<file path="config.mk">
export PLATFORM = sky130hd
export DESIGN_NAME = txpll_dri_master
export DESIGN_NICKNAME = d
export VERILOG_FILES = /design/src/rtl/txpll_dri_pkg.sv /design/src/rtl/dri_timeout_ctr.sv /design/src/rtl/txpll_dri_master.sv
export SDC_FILE = /design/constraint.sdc
export NUM_CORES = 1
export LEC_CHECK = 0
export CAP_MARGIN = 20
export CORE_MARGIN = 4
export CORE_UTILIZATION = 25
export DETAILED_ROUTE_END_ITERATION = 12
export GPL_ROUTABILITY_DRIVEN = 0
export PLACE_DENSITY_LB_ADDON = 0.2
export SLEW_MARGIN = 15
export SYNTH_ARGS = -nofsm -noshare
export SYNTH_HDL_FRONTEND = slang
export SYNTH_SLANG_ARGS = --single-unit
</file>
<file path="constraint.sdc">
create_clock -name CLK -period 2.4 [get_ports CLK]
set_clock_uncertainty 0.2 [all_clocks]
set_input_delay 0.72 -clock CLK [delete_from_list [all_inputs] [get_ports CLK]]
set_output_delay 0.72 -clock CLK [all_outputs]
set_load 0.05 [all_outputs]
</file>
<file path="src/rtl/txpll_dri_pkg.sv">
// txpll_dri_pkg: shared encodings, FSM states and DRI field layout for the TX_PLL DRI master.
package txpll_dri_pkg;
  typedef enum logic [1:0] {CMD_RD = 2'b00, CMD_WR = 2'b01, CMD_RMW = 2'b10, CMD_RSV = 2'b11} cmd_op_e;
  localparam logic [1:0] DRI_OP_IDLE = 2'b00;
  localparam logic [1:0] DRI_OP_RD   = 2'b01;
  localparam logic [1:0] DRI_OP_WR   = 2'b10;
  typedef enum logic [2:0] {IDLE, RD_ISSUE, RD_WAIT, WR_ISSUE, WR_WAIT, RESP, GAP} state_e;
  localparam int OP_LSB   = 9;
  localparam int ADDR_LSB = 0;
  localparam int ACK_BIT  = 32;
  function automatic logic [31:0] rmw_merge(input logic [31:0] rd, input logic [31:0] wd, input logic [31:0] mask);
    return (rd & ~mask) | (wd & mask);
  endfunction
endpackage

</file>
<file path="src/rtl/dri_timeout_ctr.sv">
// dri_timeout_ctr: clearable up-counter; term is high in the limit-th cycle after the last clear.
module dri_timeout_ctr #(
  parameter int W = 16
) (
  input  logic         clk,
  input  logic         clr,
  input  logic [W-1:0] limit,
  output logic         term
);
  logic [W-1:0] cnt;
  always_ff @(posedge clk)
    cnt <= clr ? '0 : cnt + 1'b1;
  assign term = cnt == limit - 1'b1;
endmodule

</file>
<file path="src/rtl/txpll_dri_master.sv">
// txpll_dri_master: fabric-side DRI initiator for TX_PLL doing read, write and read-modify-write accesses.
module txpll_dri_master
  import txpll_dri_pkg::*;
#(
  parameter int ADDR_W      = 9,
  parameter int TIMEOUT_CYC = 255,
  parameter int CMD_GAP     = 2
) (
  input  logic              CLK,
  input  logic              RESETN,
  input  logic              cmd_valid,
  output logic              cmd_ready,
  input  logic [1:0]        cmd_op,
  input  logic [ADDR_W-1:0] cmd_addr,
  input  logic [31:0]       cmd_wdata,
  input  logic [31:0]       cmd_mask,
  output logic              rsp_valid,
  input  logic              rsp_ready,
  output logic [31:0]       rsp_rdata,
  output logic              rsp_err,
  output logic [10:0]       dri_ctrl,
  output logic [32:0]       dri_wdata,
  input  logic [32:0]       dri_rdata,
  input  logic              dri_interrupt,
  output logic              irq_pending,
  input  logic              irq_clr,
  output logic              busy
);
  localparam logic [15:0] TO_LIM  = 16'(TIMEOUT_CYC);
  localparam logic [15:0] GAP_LIM = 16'(CMD_GAP);
  state_e            state, state_nx;
  cmd_op_e           op_q;
  logic [ADDR_W-1:0] addr_q;
  logic [31:0]       wdata_q, mask_q;
  logic              live, term, ack;
  assign ack = dri_rdata[ACK_BIT];
  // one counter serves both the ack timeout and the inter-command gap
  dri_timeout_ctr #(.W(16)) u_ctr (
    .clk  (CLK),
    .clr  (!RESETN || !(state inside {RD_WAIT, WR_WAIT, GAP})),
    .limit(state == GAP ? GAP_LIM : TO_LIM),
    .term (term)
  );
  always_ff @(posedge CLK)
    state <= RESETN ? state_nx : IDLE;
  always_comb begin
    state_nx = state;
    unique case (state)
      IDLE:     if (cmd_ready && cmd_valid)
                  state_nx = cmd_op == CMD_RSV ? RESP : cmd_op == CMD_WR ? WR_ISSUE : RD_ISSUE;
      RD_ISSUE: state_nx = RD_WAIT;
      WR_ISSUE: state_nx = WR_WAIT;
      RD_WAIT:  state_nx = ack ? (op_q == CMD_RMW ? WR_ISSUE : RESP) : term ? RESP : RD_WAIT;
      WR_WAIT:  state_nx = ack || term ? RESP : WR_WAIT;
      RESP:     state_nx = rsp_ready ? (CMD_GAP == 0 ? IDLE : GAP) : RESP;
      GAP:      state_nx = term ? IDLE : GAP;
      default:  state_nx = IDLE;
    endcase
  end
  always_comb begin
    cmd_ready = live && state == IDLE;
    rsp_valid = state == RESP;
    busy      = state != IDLE;
    dri_ctrl  = '0;
    dri_ctrl[OP_LSB +: 2] = state == RD_ISSUE ? DRI_OP_RD : state == WR_ISSUE ? DRI_OP_WR : DRI_OP_IDLE;
    if (state inside {RD_ISSUE, WR_ISSUE}) dri_ctrl[ADDR_LSB +: ADDR_W] = addr_q;
    dri_wdata = state == WR_ISSUE ? {1'b0, wdata_q} : '0;
  end
  always_ff @(posedge CLK) begin
    if (!RESETN) begin
      live        <= 1'b0;
      irq_pending <= 1'b0;
      op_q        <= CMD_RD;
      addr_q      <= '0;
      wdata_q     <= '0;
      mask_q      <= '0;
      rsp_rdata   <= '0;
      rsp_err     <= 1'b0;
    end else begin
      live        <= 1'b1;
      irq_pending <= dri_interrupt || (irq_pending && !irq_clr);
      if (cmd_ready && cmd_valid) begin
        op_q      <= cmd_op_e'(cmd_op);
        addr_q    <= cmd_addr;
        wdata_q   <= cmd_wdata;
        mask_q    <= cmd_mask;
        rsp_rdata <= '0;
        rsp_err   <= cmd_op == CMD_RSV;
      end
      // a read ack wins over a simultaneous timeout; wdata_q only matters afterwards for RMW
      if (state == RD_WAIT && ack) begin
        rsp_rdata <= dri_rdata[31:0];
        wdata_q   <= rmw_merge(dri_rdata[31:0], wdata_q, mask_q);
      end else if (state inside {RD_WAIT, WR_WAIT} && !ack && term)
        rsp_err <= 1'b1;
    end
  end
endmodule

</file>
==> results of run 1 <==
[timing repair]
action | 4_1_cts | 5_1_grt
pin swaps | 9 | 10
setup buffers | 0 | 0
resized for setup | 43 | 7
gates cloned | 1 | 1
endpoints found under the setup margin | 50 | 44
[worst max path at each step]
stage / slack (ns) / end / cells after the start / from
2_1_floorplan: -0.02 / rsp_valid / 4 / state[1]
3_3_place_gp: -0.10 / flip-flop / 6 / dri_rdata[32]
3_5_place_dp: -0.13 / flip-flop / 6 / dri_rdata[32]
4_1_cts: -0.13 / dri_wdata[23] / 4 / state[2]
5_1_grt: -0.18 / dri_wdata[0] / 4 / state[2]
6_report: -0.11 / dri_wdata[0] / 4 / state[2]
[layer usage]
metal / wire (um) / up-vias / GRT usage, %
li1: - / 2727 / -
met1: 8870 / 2545 / 19.9
met2: 9300 / 149 / 25.4
met3: 1200 / 19 / 4.45
met4: 284 / 0 / 5.12
met5: 0 / - / 0
[report_power, final]
part | internal (mW) | switching (mW) | leakage, nW | total (mW)
Clock | 1.74 | 0.949 | 0.299 | 2.69
Combinational | 1.18 | 1.61 | 1.96 | 2.79
Sequential | 2.47 | 0.224 | 1.05 | 2.69
Total | 5.38 | 2.79 | 3.31 | 8.17
[synthesized netlist by cell type, drive strengths merged]
cell type  count
dfxtp        129
nand2        129
a21oi         67
nor2          56
nor3          36
and3          35
a22oi         32
buf           28
clkbuf        26
o32ai         25
a21boi        12
and2          11
nand3         10
inv            9
o31ai          8
xnor2          8
nor4           7
nor2b          6
xor2           5
nand4          3
or3            3
a31oi          2
and4           2
nand2b         2
o211ai         2
o21ai          2
o22ai          2
a2111oi        1
a211o          1
a41oi          1
and2b          1
conb           1
ha             1
nand4b         1
nor3b          1
nor4b          1
o21a           1
o311a          1
o32a           1
[layout by cell type (no fill, tap or decap), drive strengths merged, types with 9 or more instances in the layout]
cell / instances
buf: 103
inv: 9
nor3: 36
dfxtp: 129
nor2: 56
nand3: 10
clkbuf: 24
clkdlybuf4s50: 113
a22oi: 32
and3: 35
nand2: 129
a21boi: 12
o32ai: 25
and2: 11
a21oi: 67
[kinds of logic (layout without fill, tap and decap cells)]
kind of cell               Yosys count  count (layout)  synth area share, %
other                                1               1               0.0682
AOI/OAI and AO/OA                  158             158                 19.7
and+or+nand+nor                    304             304                 26.0
buffers and inverters               63             264                 4.89
adders and majority gates            1               1                0.228
DFF                                129             129                 47.0
xor gates and xnor gates            13              13                 2.07
[through the flow]
stage          utilization [%]  setup WS [ns]  power [mW]  hold slack, ns
3_5_place_dp              38.8         -0.125        5.33           0.246
5_1_grt                   42.6         -0.178        8.59           0.274
6_report                  42.6         -0.113        8.17           0.252
2_1_floorplan                -        -0.0222        4.15           0.230
3_3_place_gp              38.8         -0.101        5.32           0.239
4_1_cts                   42.3         -0.129        8.20           0.255
[final cells by class]
cell class / instances / area [um^2]
clock buffer: 23 / 488
fill: 2129 / 12300
tap: 275 / 344
inverter: 9 / 33.8
clock inverter: 9 / 129
multi-input combinational: 477 / 2830
timing repair buffer: 223 / 2670
sequential: 129 / 2590
[worst min-delay path: stages (launching register included)]
cell      delay (ns)
dfxtp_1         0.30
nand2_1         0.05
a21boi_1        0.05
==> run summary, run 1 <==
Routed wire length: 19.7 mm
F_max: 398 MHz
Worst Hold Class: flip-flop to flip-flop
CTS tree: built
Mapped cell area: 5500 um^2
R2R Setup Slk: 0.34 ns
CP top delay family: simple AND/OR/NAND/NOR gates
IO Count: 195
Leak pwr: 3.31 nW
H-tree Lvls: 4
Final Hold Vio Count: 0
Syn_nets: 784
PwrDens: 899 nW/um^2
Setup ws final: -0.113 ns
Nets@finish: 972
# DRC: 0
Outcome: finished, violations left
Placed cells: 1,111
Post-route ant nets: 0
Hold_sp: addr_q[8]
Gr usage total: 15.6%
Post-synth top area share: 47.0%
Layout area overhead: 65.3%
Worst R2R Start: state[1]
Max Fanout on Critical Path: 13
Cell Chain, Critical Path: and2b_4, clkbuf_16, and3_4, buf_12
Distinct cells, synth: 48
Tcrit/Tclk final: 105%
Min-Delay Endpoint: addr_q[8]
Number of global-route vias before repair: 5,399
CP peak stage delay: 0.34 ns
DR pass1 iterations: 4
Placed cell area: 8280 um^2
Hold_buf cts: 0
Total negative slack: -3.67 ns
Crit end category: output pin
Wirelength per Cell: 17.2 um
Vias/cell: 4.75
Final Max Tran Viols: 0
Initial antenna violation count: 0
Worst vdd ir: 0.000467 V
#FFs+latches synth: 129
Initial Util: 25.7%
Worst-Skew Late Latency: 0.41 ns
Via count: 5,440
Setup Crit Path Kind: flip-flop to output pin
Synth top area cells: dfxtp_1, nand2_1, a21oi_1, a22oi_1, and3_1
First-pass GRT wire length: 30.0 mm
Final Non-Filler Cells: 1,145
Die width: 156 um
I/O Buffers: 193
Clk buf depth: 2
Worst setup SP type: flip-flop
CP required: 1.48 ns
Max-cap violations: 0
Rows: 53
Post-route cell area: 9090 um^2
RSZ-0062 raised after global routing: true
Synth Instances: 669
Final number of setup-violating endpoints: 43
Reg2reg path depth: 5
Core area: 21,400 um^2
WHS Path Cells: 2
Worst-path clk slew: 0.06 ns
Failing checks: setup timing
Die ar.: 24,400 um^2
Clock sink count: 129
Crit path DAT: 1.59 ns
Post-route minimum period: 2.51 ns
Grt total ovfl: 0
Synth warn: 0
Post-Syn Area per Cell: 8.22 um^2
Synth area leader: dfxtp_1
R2r endpoint: state[0]
Die height: 156 um
Worst Path Buf+Inv: 2
Detailed placement HPWL: 13.5 mm
Root buffer cell: clkbuf_16
Sequential area share after synthesis: 47.0%
Iter 0 DRT Violations: 290
Largest net degree at the start of global routing: 51
Share of post-route cells with drive strength above 1: 22.1%
CP max stage cell: and2b_4
Total CTS buffers: 17
Antenna cells: 0
No activity file was read; power rests on OpenSTA's default activity.
==> inputs of run 2 (changes only) <==
--- a/config.mk
+++ b/config.mk
@@ -11,4 +11,5 @@
 export DETAILED_ROUTE_END_ITERATION = 12
 export GPL_ROUTABILITY_DRIVEN = 0
+export GPL_TIMING_DRIVEN = 1
 export PLACE_DENSITY_LB_ADDON = 0.2
 export SLEW_MARGIN = 15
==> constraint.sdc (replaced) <==
create_clock -name CLK -period 2.4 [get_ports CLK]
set_clock_uncertainty 0.2 [all_clocks]
set_input_delay 0.24 -clock CLK [delete_from_list [all_inputs] [get_ports CLK]]
set_output_delay 0.24 -clock CLK [all_outputs]
set_load 0.05 [all_outputs]
==> run summary, run 2 (synthesis gave the netlist of run 1 again) <==
Commonest non-fill, non-tap cells in the layout: clkdlybuf4s50_1, nand2_1, dfxtp_1, a21oi_1, nor2_1
Hold_buf cts: 0
CP required: 1.96 ns
Crit end category: output pin
Via count: 5,388
Final Max Tran Viols: 0
Crit path DAT: 1.90 ns
Root buffer cell: clkbuf_16
PwrDens: 883 nW/um^2
Initial antenna violation count: 0
First-pass GRT wire length: 29.6 mm
Die width: 156 um
Rows: 53
Worst rel slew slack: 36.5%
Worst Hold Class: input pin to flip-flop
Total CTS buffers: 17
Final number of setup-violating endpoints: 0
Post-route minimum period: 2.34 ns
Die ar.: 24,400 um^2
# DRC: 0
Setup Crit Path Kind: flip-flop to output pin
Worst setup SP type: flip-flop
Final Hold Vio Count: 0
Nets@finish: 963
IO Count: 195
Core area: 21,400 um^2
Commonest non-fill, non-tap cell in the layout: clkdlybuf4s50_1
F_max: 428 MHz
Total Power: 7.77 mW
Worst-Margin Slew: 0.950 ns
Worst vdd ir: 0.000426 V
Placed cell area: 8200 um^2
Vias/cell: 4.74
Largest net degree at the start of global routing: 65
Placed cells: 1,104
H-tree Lvls: 4
Clk buf depth: 2
Post-route ant nets: 0
FILL cells: 2,153
Final Core Density: 41.2%
Worst-Skew Late Latency: 0.42 ns
Worst-path clk slew: 0.06 ns
I/O Buffers: 193
Detailed placement HPWL: 13.1 mm
Number of global-route vias before repair: 5,252
Outcome: complete, no violations
PostCTS Resize Cnt: 1
Max-cap violations: 0
Die height: 156 um
Gr usage total: 15.5%
Grt total ovfl: 0
Leak pwr: 3.16 nW
Total negative slack: 0 ns
Antenna cells: 0
Global routing's busiest layer: met2
Grt met1 use: 19.8%
Share of post-route cells with drive strength above 1: 13.2%
Max Fanout on Critical Path: 26
Wirelength per Cell: 17.2 um
Post-CTS setup buffers: 0
CTS tree: built
Final hold slack: 0.168 ns
Post-route cell area: 8790 um^2
Routed wire length: 19.5 mm
Initial Util: 25.7%
Worst slack, placed: 0.0534 ns
Setup ws final: 0.0649 ns
Iter 0 DRT Violations: 303
Clock sink count: 129
GRT met2 Usage: 25.2%
Final Non-Filler Cells: 1,136
Met3 Resource Use GR: 5.39%
Tcrit/Tclk final: 97.3%
Layout area overhead: 59.9%
DR pass1 iterations: 5
run 2: cell count changes in the layout (fill, tap and decap cells not counted), sizes merged:
cell           change
clkinv             +2
clkdlybuf4s50     +34
clkbuf             -3
dlygate4sd2        -6
buf               -36
run 2: area by class of cell:
class | count | area (um^2) | area share [%]
tap | 275 | 344 | 3.91
inverter | 9 | 33.8 | 0.384
multi-input combinational | 477 | 2670 | 30.4
clock buffer | 21 | 440 | 5.01
timing repair buffer | 214 | 2580 | 29.3
clock inverter | 11 | 139 | 1.58
sequential | 129 | 2580 | 29.4
run 2: worst paths after layout:
path | startpoint | end | slack, ns | depth (start not counted)
max | state[0] | dri_wdata[20] | 0.06 | 5
min | cmd_mask[21] | mask_q[21] | 0.17 | 3
max reg2reg | state[1] | rsp_rdata[1] | 0.22 | 5
min reg2reg | addr_q[5] | addr_q[5] | 0.25 | 2
run 2: worst max-delay path, cell delays in order, from the launching register on:
cell and delay [ns]:
dfxtp_1 0.44, buf_4 0.22, and2b_2 0.22, buf_12 0.18, and3_1 0.25, buf_12 0.16
run 2: report_power, final:
| group | internal [mW] | switching, mW | total (mW) |
|---|---|---|---|
| Clock | 1.62 | 0.965 | 2.59 |
| Combinational | 0.988 | 1.51 | 2.49 |
| Sequential | 2.47 | 0.216 | 2.68 |
run 2: per-layer routing:
layer	vias to the layer above	share of wire [%]
met4	0	0.92
met1	2539	45
met2	134	48
met3	9	6.1
li1	2706	-
met5	-	0
==> inputs of run 3 (changes only) <==
SYNTH_HIERARCHICAL = 1   (was unset)
==> run summary, run 3 <==
Top_reg_cell synth: dfxtp_1
Clock network power share: 39.5%
Worst Hold Class: input pin to flip-flop
Worst vdd ir: 0.000364 V
F_max: 393 MHz
Synth area leader: dfxtp_1
Setup ws final: -0.146 ns
Core area: 27,900 um^2
CP peak stage delay: 0.37 ns
Clock sink count: 129
Initial Util: 25.4%
Max-cap violations: 0
Max Fanout on Critical Path: 6
Post-synth top area share: 36.5%
Most instantiated cells after synthesis: dfxtp_1, a21oi_1, nand2_1
H-tree Lvls: 4
CP required: 2.53 ns
Final Core Density: 38.6%
Total Power: 6.77 mW
Worst rel slew slack: 53.3%
Routed wire length: 25.3 mm
Via count: 6,848
CTS tree: built
Leak pwr: 3.77 nW
Mapped cell area: 7080 um^2
Crit end category: flip-flop
Final Hold Vio Count: 0
Total CTS buffers: 17
Post-route minimum period: 2.55 ns
Sequential area share after synthesis: 36.5%
Iter 0 DRT Violations: 235
Crit path DAT: 2.67 ns
Commonest non-fill, non-tap cells in the layout: clkdlybuf4s50_1, dfxtp_1, a21oi_1, nand2_1, nand3_1
Tcrit/Tclk final: 106%
CP max stage cell: a2111o_1
Root buffer cell: clkbuf_16
Worst-path clk slew: 0.06 ns
Reg2reg path depth: 12
Rows: 61
Wirelength per Cell: 17.3 um
CP endpoint: state[1]
PwrDens: 630 nW/um^2
#FFs+latches synth: 129
Switching power total: 2.17 mW
IO Count: 195
Post-route cell area: 10,800 um^2
Outcome: finished, violations left
Vias/cell: 4.70
Number of global-route vias before repair: 6,749
Cell Int Power: 4.59 mW
DR pass1 iterations: 4
Hold_sp: cmd_mask[16]
Crit. Startpoint: state[0]
Failing checks: setup timing
Ys async rst share: 0%
Post-route ant nets: 0
RSZ-0062 raised after global routing: true
Antenna cells: 0
Post-Syn Area per Cell: 8.29 um^2
Die height: 176 um
Nets@finish: 1,184
Count leader, synth: dfxtp_1
Detailed placement HPWL: 16.6 mm
Largest net degree at the start of global routing: 97
Die width: 176 um
Sw Ratio: 32.1%
Synth warn: 6
Die ar.: 31,100 um^2
Share of post-route cells with drive strength above 1: 18.1%
Worst setup SP type: flip-flop
Number of synthesized flops with an enable pin: 0
Gate power share: 25.6%
Layout area overhead: 51.9%
Gr usage total: 16.0%
First-pass GRT wire length: 39.2 mm
FILL cells: 2,831
Cell Chain, Critical Path: inv_2, nand3_4, buf_4, nor3_4, o22ai_4, nor3_2, nor4_2, nand4_1, a211oi_4, or2_4, a2111o_1, a31oi_1
Grt total ovfl: 0
Setup Crit Path Kind: flip-flop to flip-flop
# DRC: 0
Worst R2R Start: state[0]
R2R Setup Slk: -0.15 ns
Synth Instances: 854
Commonest non-fill, non-tap cell in the layout: clkdlybuf4s50_1
Worst-Skew Late Latency: 0.41 ns
R2r endpoint: state[1]
Worst-Margin Slew: 0.700 ns
Placed cell area: 10000 um^2
Sequential share of power: 35.0%
Final number of setup-violating endpoints: 3
Initial antenna violation count: 0
Clk buf depth: 2
Distinct cells, synth: 56
Final Max Tran Viols: 0
I/O Buffers: 193
Synth top area cells: dfxtp_1, a21oi_1, o22ai_2, mux2i_1, nand2_1
==> run 3: changes by cell type in the layout (fill, tap and decap cells not counted), sizes merged, moves of 29 or more <==
cell	change
a21oi	+47
a22oi	-32
buf	+32
conb	+33
mux2i	+35
nand2	-55
nand3	+45
nand3b	+36
nor2	-29
o211ai	+33
o21ai	+51
o22ai	+31
==> run 3: worst min-delay path by stage <==
stage,end,slack (ns),cells after the start
final,mask_q[16],0.19,3
after floorplan,live,0.07,0
after detailed placement,addr_q[0],0.26,2
after global placement,addr_q[4],0.26,2
after CTS,mask_q[25],0.16,3
after global routing,addr_q[1],0.18,3
==> run 3: metal layers <==
metal / vias up / part of all wire, % / GRT usage [%]
li1: 3432 / - / -
met1: 3238 / 45 / 20.7
met2: 159 / 47 / 26.1
met3: 19 / 6.4 / 5.31
met4: 0 / 1.2 / 3.12
met5: - / 0 / 0
==> run 3: metrics by stage <==
| stage | std cells | hold WS, ns | setup slack [ns] | setup TNS (ns) |
|---|---|---|---|---|
| global placement | 1423 | 0.260 | -0.217 | -0.624 |
| CTS | 1458 | 0.164 | -0.119 | -2.43 |
| detailed placement | 1423 | 0.262 | -0.297 | -0.851 |
| finish | 1458 | 0.191 | -0.146 | -0.281 |
| global route | 1458 | 0.180 | -0.326 | -1.27 |
| floorplan | 886 | 0.0677 | -0.403 | -1.31 |
==> run 3: what timing repair did <==
action	in CTS	in global routing
setup buffers	3	1
setup endpoints to repair	37	36
pin swaps	15	2
resized for setup	12	16
endpoints found under the hold margin	8	0
hold buffers	1	0
==> run 3: kinds of logic (layout without fill, tap and decap cells) <==
family	count (synthesis)	count (layout)	share of synthesized area [%]
XOR/XNOR	33	33	4.08
multiplexers	35	35	4.95
buffers and inverters	90	284	6.40
AO/OA/AOI/OAI	250	250	23.1
other	2	34	0.106
flip-flops	129	129	36.5
AND/OR/NAND/NOR	313	313	24.5
adder cells (fa/ha/maj)	2	2	0.354
==> run 3: cell type report <==
| class | instances | area (um^2) | share of cell area [%] |
|---|---|---|---|
| multi-input combinational | 667 | 4320 | 40.2 |
| inverter | 8 | 30.0 | 0.279 |
| clock buffer | 18 | 429 | 3.99 |
| clock inverter | 13 | 163 | 1.51 |
| tap | 378 | 473 | 4.40 |
| sequential | 129 | 2580 | 24.0 |
| timing repair buffer | 245 | 2750 | 25.6 |
==> run 3: power groups by stage <==
stage	logic (mW)	registers [mW]	clock network, mW
global placement	1.72	2.41	0
CTS	1.74	2.37	2.77
finish	1.73	2.37	2.67
detailed placement	1.73	2.41	0
global route	1.87	2.39	2.87
floorplan	1.02	2.47	0
==> run 3: critical path, delay by kind of cell, from the launching register on <==
| family | cells | cell delay [ns] |
|---|---|---|
| buffers and inverters | 2 | 0.25 |
| AO/OA/AOI/OAI | 4 | 0.67 |
| AND/OR/NAND/NOR | 6 | 1.02 |
| flip-flops | 1 | 0.32 |
